`config.mk`:
```
export PLATFORM = sky130hd
export DESIGN_NAME = pwm_cmd_ctrl
export DESIGN_NICKNAME = d
export VERILOG_FILES = /design/src/rtl/pwm_cmd_ctrl.sv
export SDC_FILE = /design/constraint.sdc
export NUM_CORES = 1
export LEC_CHECK = 0
export ABC_AREA = 1
export CAP_MARGIN = 15
export CORE_AREA = 2 2 136 138
export CTS_CLUSTER_SIZE = 40
export DETAILED_ROUTE_END_ITERATION = 16
export DIE_AREA = 0 0 138 140
export PLACE_DENSITY_LB_ADDON = 0.08
export RECOVER_POWER = 50
export SETUP_SLACK_MARGIN = 0.05
export SYNTH_ARGS = -nofsm -noshare
export SYNTH_HDL_FRONTEND = slang
export SYNTH_SLANG_ARGS = --single-unit
```
`constraint.sdc`:
```
create_clock -name clk -period 1.6 [get_ports clk]
set_input_delay 0.32 -clock clk [delete_from_list [all_inputs] [get_ports clk]]
set_output_delay 0.32 -clock clk [all_outputs]
set_load 0.05 [all_outputs]
```
`src/rtl/pwm_cmd_ctrl.sv`:
```
// SPI command sequencer for the PWM bank: parses byte frames into
// shadow registers and commits them to the active set on period wrap.
module pwm_cmd_ctrl #(
  parameter int NCH     = 4,
  parameter int CW      = 16,
  parameter int MAX_CMP = 50000,
  parameter int TIMEOUT = 1024
) (
  input  logic              clk,
  input  logic              rst_n,
  input  logic [7:0]        rx_byte,
  input  logic              rx_valid,
  input  logic              cs_n,
  input  logic              period_start,
  output logic [NCH*CW-1:0] cmp_out,
  output logic [NCH-1:0]    ch_en,
  output logic              commit,
  output logic [7:0]        status
);

  localparam int TW = (TIMEOUT > 2) ? $clog2(TIMEOUT) : 1;

  typedef enum logic [1:0] {
    IDLE, GET_HI, GET_LO, GET_MASK
  } state_e;

  state_e                 state_q, state_d;
  logic [1:0]             ch_q, ch_d;
  logic [7:0]             hi_q, hi_d;
  logic [TW-1:0]          tmo_q, tmo_d;
  logic [3:0]             err_q, err_d;
  logic                   ovf_q, ovf_d;
  logic [NCH-1:0][CW-1:0] shd_q, shd_d;
  logic [NCH-1:0][CW-1:0] cmp_q, cmp_d;
  logic [NCH-1:0]         pend_q, pend_d;
  logic [NCH-1:0]         msk_q, msk_d;
  logic                   pmsk_q, pmsk_d;
  logic [NCH-1:0]         en_q, en_d;
  logic                   commit_q, commit_d;

  logic          rx;
  logic          err_inc;
  logic          clr;
  logic [15:0]   raw;
  logic          ovr;
  logic [CW-1:0] clamped;
  logic          ch_ok;
  logic          tmo_hit;

  assign rx      = rx_valid & ~cs_n;
  assign raw     = {hi_q, rx_byte};
  assign ovr     = 32'(raw) > 32'(MAX_CMP);
  assign clamped = ovr ? CW'(MAX_CMP) : CW'(raw);
  assign ch_ok   = 32'(ch_q) < 32'(NCH);
  assign tmo_hit = tmo_q == TW'(TIMEOUT - 1);

  always_comb begin
    state_d  = state_q;
    ch_d     = ch_q;
    hi_d     = hi_q;
    ovf_d    = ovf_q;
    shd_d    = shd_q;
    cmp_d    = cmp_q;
    pend_d   = pend_q;
    msk_d    = msk_q;
    pmsk_d   = pmsk_q;
    en_d     = en_q;
    err_inc  = 1'b0;
    clr      = 1'b0;
    commit_d = period_start & ((|pend_q) | pmsk_q);
    tmo_d    = (state_q == IDLE || rx) ? '0 : tmo_q + 1'b1;

    // Commit reads the old shadows; writes below re-arm pending.
    if (period_start) begin
      for (int i = 0; i < NCH; i++) begin
        if (pend_q[i]) cmp_d[i] = shd_q[i];
      end
      pend_d = '0;
      if (pmsk_q) en_d = msk_q;
      pmsk_d = 1'b0;
    end

    if (state_q == IDLE) begin
      if (rx) begin
        unique case (rx_byte[7:6])
          2'b00: clr = rx_byte[0];
          2'b01: begin
            state_d = GET_HI;
            ch_d    = rx_byte[1:0];
          end
          2'b10: state_d = GET_MASK;
          2'b11: err_inc = 1'b1;
        endcase
      end
    end else if (cs_n) begin
      state_d = IDLE;
      err_inc = 1'b1;
      tmo_d   = '0;
    end else if (rx) begin
      state_d = IDLE;
      unique case (state_q)
        GET_HI: begin
          state_d = GET_LO;
          hi_d    = rx_byte;
        end
        GET_LO: begin
          if (ch_ok) begin
            shd_d[ch_q]  = clamped;
            pend_d[ch_q] = 1'b1;
            if (ovr) ovf_d = 1'b1;
          end else begin
            err_inc = 1'b1;
          end
        end
        default: begin
          msk_d  = rx_byte[NCH-1:0];
          pmsk_d = 1'b1;
        end
      endcase
    end else if (tmo_hit) begin
      state_d = IDLE;
      err_inc = 1'b1;
      tmo_d   = '0;
    end

    err_d = err_q;
    if (clr) begin
      err_d = '0;
      ovf_d = 1'b0;
    end else if (err_inc && err_q != 4'hF) begin
      err_d = err_q + 4'd1;
    end
  end

  always_ff @(posedge clk or negedge rst_n) begin
    if (!rst_n) begin
      state_q  <= IDLE;
      ch_q     <= '0;
      hi_q     <= '0;
      tmo_q    <= '0;
      err_q    <= '0;
      ovf_q    <= 1'b0;
      shd_q    <= '0;
      cmp_q    <= '0;
      pend_q   <= '0;
      msk_q    <= '0;
      pmsk_q   <= 1'b0;
      en_q     <= '0;
      commit_q <= 1'b0;
    end else begin
      state_q  <= state_d;
      ch_q     <= ch_d;
      hi_q     <= hi_d;
      tmo_q    <= tmo_d;
      err_q    <= err_d;
      ovf_q    <= ovf_d;
      shd_q    <= shd_d;
      cmp_q    <= cmp_d;
      pend_q   <= pend_d;
      msk_q    <= msk_d;
      pmsk_q   <= pmsk_d;
      en_q     <= en_d;
      commit_q <= commit_d;
    end
  end

  assign cmp_out = cmp_q;
  assign ch_en   = en_q;
  assign commit  = commit_q;
  assign status  = {state_q != IDLE, (|pend_q) | pmsk_q,
                    ovf_q, 1'b0, err_q};

endmodule
```
==> summary.md <==
| Metric | Value |
|---|---|
| Delay-heaviest family, CP | buffers and inverters |
| Max VDD drop | 1.03 mV |
| Most used flip-flop cell after synthesis | dfrtp_1 |
| Multi-input gate area | 2470 um^2 |
| Mapped Cells | 634 |
| Power Total | 15.4 mW |
| Worst path buffer plus inverter count | 5 |
| Internal | 10.0 mW |
| Routed vias/inst | 4.93 |
| Placed Cells incl. Taps | 977 |
| Worst Path Arrival | 1.99 ns |
| Minimum clock period | 1.64 ns |
| CP cell instances | inv_2, ha_4, inv_8, nand3_4, nor3_4, buf_6, buf_8, buf_8, nand2_2, o21ai_1 |
| Switch share | 35.2% |
| Count leader, synth | dfrtp_1 |
| Worst path max stage delay | 0.38 ns |
| Initial Util | 38.7% |
| Vias | 5111 |
| Yosys top cell by area | dfrtp_1 |
| Htree depth | 4 |
| Largest net degree at the start of global routing | 47 |
| Number of global-route vias before repair | 5018 |
| Max cap viols | 0 |
| GR Util All Layers | 18.3% |
| DRC marker count from the first detailed-route iteration | 329 |
| GP Congestion | 0.841 |
| Worst slew margin relative to its limit | 27.4% |
| TritonCTS buffer count | 17 |
| Net Switching | 5.44 mW |
| IO Pins | 90 |
| Finished Layout Cells | 1037 |
| Setup crit start kind | register |
| Die Y | 140 um |
| YS warnings | 0 |
| Clock power share | 27.1% |
| Synth top cells by count | 169 x dfrtp_1, 152 x nand2_1, 61 x o21ai_0 |
| Seq cells post-synth | 169 |
| CTS sink cnt | 169 |
| P per Cell Area | 1520 nW/um^2 |
| Status | complete, but fails checks |
| Final-report hold violation count | 0 |
| GR Overflow Total | 0 |
| Seq/Total Area, Yosys | 61.4% |
| Avg WL per Cell | 17.3 um |
| Fill cells | 1529 |
| Post-Place Cell Area | 9030 um^2 |
| Worst hold margin | 0.485 ns |
| Max-slew violations | 0 |
| RSZ-0062 raised after global routing | yes |
| CP max-delay cell | dfrtp_1 |
| Critical Path End Type | register |
| Clk slew on worst S/H paths | 0.07 ns |
| Std cell rows | 49 |
| Synth top area cells | dfrtp_1 61%, mux2_2 8.5%, nand2_1 8.3% |
| Die extent in x | 138 um |
| Slew at the pin with the worst max-slew slack | 1.09 ns |
| Initial antenna violation count | 0 |
| Logic pwr share | 33.1% |
| Syn Nets | 653 |
| Drt drc | 0 |
| Port Buffers | 88 |
| CTS tree | yes |
| Final WL | 18.0 mm |
| Syn Std Cell Area | 6890 um^2 |
| Pleak | 4.89 nW |
| Fraction of registers with async set/reset | 100% |
| First-pass GRT wire length | 27.4 mm |
| Antenna diodes | 0 |
| Seq pwr share | 39.9% |
| EDFF count, synth | 0 |
| Worst-Skew Late Latency | 0.43 ns |
| Final setup viols | 12 |
| Synth-to-layout area growth | 47.2% |
| Share of layout cells above drive strength 1 | 39.5% |
| Setup CP Type | register to register |
| Clk root buf | clkbuf_16 |
| Violated checks | setup timing |
| Antenna Nets Post-Route | 0 |
| Worst EP required | 1.95 ns |
| Mapped Avg Cell Area | 10.9 um^2 |
| Post-route setup slack | -0.0401 ns |
| Maximum clock frequency | 0.610 GHz |
| Synth unique cells | 34 |
| Most used cell, CP | buf_8 |
| Fin nets | 815 |
| Core area | 17800 um^2 |
| Clock skew | 0.0121 ns |
| Crit path max fanout | 8 |
| Synth top area share | 61.4% |
| Final period utilization | 103% |
| HPWL Detailed | 12.2 mm |
| Design area | 10100 um^2 |
| Max clock buf depth | 2 |
| Worst Hold Class | register to register |
| First-pass iteration count of the detailed router | 4 |
| Full die area | 19300 um^2 |
| Register Area | 4230 um^2 |
[cell usage in the layout (no fill, tap or decap), types with 3 or more instances in the layout]
| cell | netlist | routed |
|---|---|---|
| nor2_1 | 23 | 18 |
| clkdlybuf4s50_1 | 0 | 10 |
| inv_8 | 0 | 3 |
| ha_1 | 6 | 3 |
| nand2_2 | 1 | 21 |
| inv_1 | 53 | 48 |
| o21ai_1 | 20 | 28 |
| buf_12 | 1 | 74 |
| inv_2 | 2 | 5 |
| o21ai_2 | 15 | 22 |
| nand2_1 | 152 | 128 |
| clkinv_2 | 0 | 3 |
| mux2_2 | 52 | 52 |
| nor2_2 | 0 | 4 |
| dfrtp_1 | 169 | 165 |
| clkbuf_2 | 0 | 4 |
| xor2_1 | 4 | 4 |
| nand4_1 | 7 | 7 |
| nand2_4 | 10 | 12 |
| buf_6 | 4 | 8 |
| bufinv_16 | 0 | 3 |
| o21ai_0 | 61 | 46 |
| nand3_1 | 20 | 19 |
| inv_6 | 0 | 3 |
| clkbuf_16 | 0 | 22 |
| dfrtp_2 | 0 | 4 |
| buf_4 | 2 | 54 |
[flip-flops by register name, indices dropped and copies added (netlist names)]
signal and cells:
ch_en 4, ch_q 2, cmp_out 64, commit 1, err_q 4, hi_q 8, msk_q 4, ovf_q 1
pend_q 4, pmsk_q 1, shd_q 64, state_q 2, tmo_q 10
[layout make-up]
type | instances | area share [%]
Clock buffer | 20 | 4.41
Tap cell | 229 | 2.83
Clock inverter | 11 | 1.44
Sequential cell | 169 | 41.8
Inverter | 57 | 2.36
Multi-Input combinational cell | 388 | 24.4
Timing Repair Buffer | 160 | 22.5
Timing Repair inverter | 3 | 0.333
[layer usage]
| layer | share of wire, % | up-vias | GRT usage, % |
|---|---|---|---|
| li1 | - | 2413 | - |
| met1 | 44 | 2549 | 24.7 |
| met2 | 50 | 132 | 29.8 |
| met3 | 4.7 | 17 | 4.24 |
| met4 | 1.4 | 0 | 5.42 |
| met5 | 0 | - | 0 |
[metrics by stage]
stage               setup TNS [ns]  worst slack, ns  utilization (%)
floorplan                   -0.137          -0.0138                -
global placement            -29.63           -0.310             50.8
detailed placement          -30.01           -0.358             50.8
CTS                        -0.0707          -0.0440             54.6
global route                 -6.68           -0.106             57.0
finish                      -0.280          -0.0401             57.0
[worst register-to-register path: stages, from the launching register on]
cell	delay [ns]
dfrtp_1	0.38
inv_2	0.07
ha_4	0.18
inv_8	0.08
nand3_4	0.10
nor3_4	0.20
buf_6	0.14
buf_8	0.13
buf_8	0.14
nand2_2	0.05
o21ai_1	0.07
[power groups by stage]
stage / clock, mW / combinational (mW) / sequential [mW]
global route: 4.47 / 5.47 / 6.27
detailed placement: 0 / 4.62 / 6.24
floorplan: 0 / 1.81 / 6.73
CTS: 4.24 / 4.78 / 6.17
finish: 4.18 / 5.11 / 6.16
global placement: 0 / 4.56 / 6.24
[logic make-up after synthesis]
logic type / Yosys count / share of synthesized area [%]
compound gates: 102 / 8.47
fa+ha+maj: 6 / 1.09
mux: 52 / 8.50
xor+xnor: 5 / 0.636
flops: 169 / 61.4
simple gates: 222 / 14.6
buf+inv: 77 / 5.20
other cells: 1 / 0.0545
[what timing repair did]
action                     4_1_cts  5_1_grt
cloned                           0       10
hold buffers                     1        0
gates resized for setup          6       79
buffers inserted                 6       12
pin swaps                        5       22
hold endpoints to repair        38        0
setup endpoints to repair       57       83
[worst paths after layout]
| kind | cells past startpoint | to | start | slack [ns] |
|---|---|---|---|---|
| max in group asynchronous | 3 | hi_q[3] | rst_n | 0.13 |
| min in group asynchronous | 2 | cmp_out[60] | rst_n | 0.63 |
| max | 10 | shd_q[6] | state_q[0] | -0.04 |
| min reg2reg | 2 | shd_q[13] | shd_q[13] | 0.48 |
| max reg2reg | 10 | shd_q[6] | state_q[0] | -0.04 |
| min | 2 | shd_q[13] | shd_q[13] | 0.48 |
No activity file was read; power rests on OpenSTA's default activity.
==> RTL change 1: new RTL, config.mk and constraints unchanged <==
Take the reset off `hi_q` and `en_q` and load them in a clocked block of their own.
--- a/src/rtl/pwm_cmd_ctrl.sv
+++ b/src/rtl/pwm_cmd_ctrl.sv
@@ -136,7 +136,6 @@
     if (!rst_n) begin
       state_q  <= IDLE;
       ch_q     <= '0;
-      hi_q     <= '0;
       tmo_q    <= '0;
       err_q    <= '0;
       ovf_q    <= 1'b0;
@@ -145,12 +144,10 @@
       pend_q   <= '0;
       msk_q    <= '0;
       pmsk_q   <= 1'b0;
-      en_q     <= '0;
       commit_q <= 1'b0;
     end else begin
       state_q  <= state_d;
       ch_q     <= ch_d;
-      hi_q     <= hi_d;
       tmo_q    <= tmo_d;
       err_q    <= err_d;
       ovf_q    <= ovf_d;
@@ -159,9 +156,13 @@
       pend_q   <= pend_d;
       msk_q    <= msk_d;
       pmsk_q   <= pmsk_d;
-      en_q     <= en_d;
       commit_q <= commit_d;
     end
+  end
+
+  always_ff @(posedge clk) begin
+    hi_q <= hi_d;
+    en_q <= en_d;
   end
 
   assign cmp_out = cmp_q;
Behaviour: differs if rst_n is asserted again (counterexample within 4 cycles, from zero or initial values and one cycle with rst_n low); with rst_n held inactive, the same outputs for 4 cycles.
==> RTL change 1 against the original RTL <==
- the flow still finishes with violations (setup timing)
- clock power down 11%
- worst setup slack worse by 0.082 ns
- routed wire length is 10% lower
- cell area fell by 1.4%
- total power up 17%
- critical endpoint is now status[7]
- critical path type is now register to output pin
- clock skew down 0.0024 ns
- sequential cell count unchanged
- area after synthesis down 0.15%
- largest cell class unchanged
- combinational power increased by 48%
==> RTL change 1: results (changes against the original RTL) <==
Power and ir drop
  – Internal power: 11.3 mW (+13%)
  – Clk power: 3.73 mW (-11%)
  – Peak VDD IR: 0.998 mV (-2.7%)
  – Clock group share of total power: 20.6% (-6.5 points)
  – Sequential power: 6.84 mW (+11%)

Placed design
  – Final HPWL DP: 11.2 mm (-8.5%)
  – Placer Congestion: 0.793 (-5.7%)

Global routing
  – GRT met3 Usage: 3.66% (-0.58 points)
  – Met2 usage: 27.2% (-2.6 points)
  – Total track usage: 16.8% (-1.5 points)
  – Initial antenna violation count: 0 (unchanged)
  – GR Util met1: 22.6% (-2.2 points)
  – Vias in the first global route: 4920 (-2.0%)
  – Largest net degree at the start of global routing: 46 (-2.1%)

Cells and area
  – Final #Nets: 809 (-0.74%)
  – Non-filler instance count after layout: 1031 (-0.58%)
  – Antenna diodes: 0 (unchanged)
  – Fillers: 1521 (-0.52%)
  – Layout cells sized above 1: 39.0% (-0.45 points)

Routing
  – Vias per cell: 4.75 (-3.6%)
  – DRT iter0 DRCs: 260 (-21%)
  – Met2 WL: 8.07 mm (-10%)
  – Met3 WL: 598 um (-29%)
  – Met1 wire length: 7.26 mm (-8.1%)
  – Mean routed wirelength per cell: 15.7 um (-9.5%)

Synth
  – Sequential share of the synthesized area: 62.4% (+0.96 points)
  – EDFF count, synth: 12 (+12)
  – Top post-synthesis cells by count: dfrtp_1 (157), nand2_1 (144), o21ai_0 (55)
  – Top area cells in the synthesized netlist: dfrtp_1 (57%), nand2_1 (7.9%), mux2_2 (6.6%)
  – Synth unique cells: 38 (+12%)
  – Synth Area per Inst: 11.1 sq um (+1.8%)
  – Syn Nets: 641 (-1.8%)

Worst setup path
  – CP max stage delay: 0.39 ns
  – Worst endpoint data arrival time: 1.40 ns (-0.59 ns)
  – Worst Path Max Fanout: 2 (-6)

Clock network
  – Root buf cell: clkbuf_16
  – CTS resizes: 7 (+1)

Run status
  – Outcome: finished, violations left
  – Failing checks: setup timing

STA
  – Worst Max-Slew Pin Slew: 0.953 ns (-0.136 ns)
  – Worst setup margin: -0.122 ns (-0.0817 ns)
  – Post-Route Skew: 0.00968 ns (-0.00238 ns)
  – Setup TNS Final: -3.04 ns (-2.76 ns)
  – Crit share post-route: 108% (+5.1 points)
  – # setup viols final: 71 (+59)
RTL change 1: changes by cell type in the layout (fill, tap and decap cells not counted), sizes merged, moves of 3 or more:
| cell | before | now |
|---|---|---|
| a21oi | 0 | 3 |
| buf | 139 | 149 |
| bufinv | 3 | 0 |
| clkdlybuf4s50 | 10 | 6 |
| dfrtp | 169 | 157 |
| dlygate4sd3 | 2 | 6 |
| edfxtp | 0 | 12 |
| mux2 | 52 | 40 |
| nand2 | 163 | 155 |
| nand3 | 21 | 17 |
| nor3 | 5 | 9 |
RTL change 1: path summary, 6_finish.rpt:
path,startpoint,endpoint,slack [ns],cells past startpoint
min in group asynchronous,rst_n,cmp_out[28],0.59,2
min,msk_q[1],ch_en[1],0.47,0
max,state_q[0],status[7],-0.12,5
min reg2reg,msk_q[1],ch_en[1],0.47,0
max reg2reg,state_q[0],shd_q[24],-0.10,10
max in group asynchronous,rst_n,ch_q[1],0.21,3
RTL change 1: kinds of logic (layout without fill, tap and decap cells):
| logic type | after synthesis | count (layout) | synth area share, % |
|---|---|---|---|
| and+or+nand+nor | 215 | 215 | 15.0 |
| buffers and inverters | 82 | 262 | 5.37 |
| muxes | 40 | 40 | 6.55 |
| xor gates and xnor gates | 5 | 5 | 0.637 |
| other | 1 | 1 | 0.0545 |
| adders and majority gates | 6 | 6 | 1.09 |
| DFF | 169 | 169 | 62.4 |
| AOI/OAI and AO/OA | 104 | 104 | 8.92 |
RTL change 1: layout make-up:
type / count / area, sq um / share of cell area [%]
inverters: 59 / 248 / 2.48
clock buffers: 24 / 492 / 4.92
well taps: 229 / 287 / 2.87
repair inverters: 4 / 38.8 / 0.388
multi-input cells: 371 / 2370 / 23.7
flip-flops and latches: 169 / 4290 / 42.9
clock inverters: 7 / 45.0 / 0.451
repair buffers: 168 / 2220 / 22.2
==> RTL change 2: new RTL, same settings <==
Made on the original files. `MAX_CMP`: 50000 -> 37500.
--- a/src/rtl/pwm_cmd_ctrl.sv
+++ b/src/rtl/pwm_cmd_ctrl.sv
@@ -3,7 +3,7 @@
 module pwm_cmd_ctrl #(
   parameter int NCH     = 4,
   parameter int CW      = 16,
-  parameter int MAX_CMP = 50000,
+  parameter int MAX_CMP = 37500,
   parameter int TIMEOUT = 1024
 ) (
   input  logic              clk,
Formal check against the unedited RTL: not equivalent (a bounded check fails within 4 cycles, from zero or initial values and one cycle with rst_n low).
==> RTL change 2 against the original RTL <==
- the run still ends with setup timing left
- combinational power is 95% higher
- sequential cell count unchanged
- worst setup slack got worse by 0.098 ns
- critical path depth shrank 5
- non-clock buffer count up 24
- global-route usage grew 0.40 points
- routed wire length is 2.3% lower
- area after synthesis fell by 0.16%
- cell area up 3.2%
- total power is 38% higher
- cell count grew 6.5%
- clock power shrank 2%
- clock skew fell by 0.0040 ns
- die area did not move
- critical endpoint is now status[7]
- largest power group is now combinational cells
==> RTL change 2: results (changes against the original RTL) <==
Worst setup path
  – Worst R2R Setup Slack: -0.12 ns (-0.08 ns)
  – Worst endpoint data arrival time: 1.42 ns (-0.57 ns)
  – CP Launch Point: state_q[1]
  – Worst Path Max Fanout: 2 (-6)

Synth
  – Post-synthesis cell count: 683 (+7.7%)
  – Mux cell area share after synthesis: 5.73% (-2.8 points)
  – Top post-synthesis cells by count: nand2_1 (191), dfrtp_1 (169), o21ai_0 (72)
  – Async set or reset register ratio after synthesis: 100% (unchanged)
  – Synth warn: 0 (unchanged)
  – Adder-cell share of the synthesized area: 1.09% (+0.0018 points)
  – Synth Area in XOR/XNOR: 0.764% (+0.13 points)
  – Primary FF master, synth: dfrtp_1
  – Sequential share of the synthesized area: 61.5% (+0.10 points)
  – Synth unique cells: 34 (unchanged)
  – Top area cells in the synthesized netlist: dfrtp_1 (62%), nand2_1 (10%), mux2_2 (5.7%)
  – Syn Nets: 702 (+7.5%)
  – Synth Area in Compound Gates: 7.10% (-1.4 points)

Placed design
  – Placer Congestion: 0.838 (-0.39%)
  – Placed cell count: 1048 (+7.3%)
  – PortBufs: 88 (unchanged)
  – Final HPWL DP: 12.3 mm (+0.33%)

Clock network
  – CTS Buffer Depth: 2 (unchanged)
  – Clock transition at path regs: 0.06 ns
  – Cts bufs inserted: 17 (unchanged)
  – Clk_lat worst skew: 0.43 ns (about the same)
  – H-Tree Depth: 4 (unchanged)
  – Root buf cell: clkbuf_16

Cells and area
  – Final #Nets: 881 (+8.1%)
  – Antenna diodes: 0 (unchanged)
  – Layout cells sized above 1: 39.1% (-0.39 points)

Routing
  – Post-Route WL: 17.6 mm (-2.3%)
  – Vias per cell: 4.82 (-2.2%)
  – TritonRoute pass-1 iters: 5 (+1)
  – Mean routed wirelength per cell: 15.9 um (-8.2%)
  – DRT iter0 DRCs: 255 (-22%)

Global routing
  – Largest net degree at the start of global routing: 47 (unchanged)
  – Initial antenna violation count: 0 (unchanged)
  – Total track usage: 18.7% (+0.40 points)
  – Global-route wire length before repair: 28.6 mm (+4.3%)
  – Vias in the first global route: 5577 (+11%)

STA
  – Worst setup margin: -0.139 ns (-0.0984 ns)
  – Post-Route Skew: 0.00806 ns (-0.00400 ns)
  – Setup TNS Final: -3.11 ns (-2.83 ns)
  – Worst Max-Slew Pin Slew: 0.559 ns (-0.530 ns)
  – Hold slack: 0.418 ns (-0.0667 ns)
  – # setup viols final: 60 (+48)

Power and ir drop
  – Lkg Pwr: 5.12 nW (+4.8%)
  – Peak VDD IR: 1.09 mV (+6.2%)

Run status
  – Outcome: finished, violations left
  – Failing checks: setup timing

Worst hold path
  – Worst min path class: primary input to asynchronous set/reset pin
[RTL change 2: worst max-delay path, stage by stage, from the launching register on]
cell and delay (ns):
dfrtp_1 0.39, inv_2 0.09, ha_4 0.16, clkinvlp_4 0.09
buf_6 0.13, buf_12 0.14
[RTL change 2: cell type report]
type,instances,area [sq um]
clock buffer,18,429
clock inverter,14,161
fill,1483,7320
inverter,66,277
multi-input combinational,424,2590
sequential,169,4230
tap,229,287
timing repair buffer,184,2490
[RTL change 2: logic make-up (layout without fill, tap and decap cells)]
family | count (synthesis) | count (layout)
and+or+nand+nor | 282 | 283
AOI/OAI and AO/OA | 93 | 93
muxes | 35 | 35
xor gates and xnor gates | 6 | 6
DFF | 169 | 169
other | 1 | 1
buffers and inverters | 91 | 282
adders and majority gates | 6 | 6
[RTL change 2: per-layer routing]
| layer | global-route usage, % | vias up | wire, um |
|---|---|---|---|
| li1 | - | 2579 | - |
| met1 | 23.6 | 2616 | 7520 |
| met2 | 32.3 | 108 | 9120 |
| met3 | 4.00 | 21 | 605 |
| met4 | 6.18 | 0 | 311 |
| met5 | 0 | - | 0 |
[RTL change 2: worst paths after layout]
kind | cells after the start | to
min | 2 | cmp_out[11]
max | 5 | status[7]
max reg2reg | 11 | shd_q[50]
min reg2reg | 2 | shd_q[34]
min in group clk | 2 | shd_q[34]
max in group asynchronous | 3 | cmp_out[38]
[RTL change 2: metrics by stage]
| step | power, mW | worst slack, ns | cell area [sq um] |
|---|---|---|---|
| global placement | 16.3 | -0.442 | 9190 |
| floorplan | 11.6 | -0.0190 | 6900 |
| global route | 22.4 | -0.212 | 10500 |
| CTS | 20.8 | -0.124 | 10000 |
| finish | 21.3 | -0.139 | 10500 |
| detailed placement | 16.4 | -0.493 | 9190 |
[RTL change 2: timing repair]
item	in CTS	in global routing
cloned	3	2
pin swaps	5	44
gates resized for setup	28	128
endpoints found under the setup margin	43	88
hold buffers	1	0
buffers inserted	12	6
endpoints found under the hold margin	18	0
[RTL change 2: power by group]
group | total, mW | internal, mW | switching [mW]
combinational | 9.96 | 4.48 | 5.48
sequential | 7.22 | 5.91 | 1.31
clock | 4.11 | 2.34 | 1.77
total | 21.3 | 12.7 | 8.56
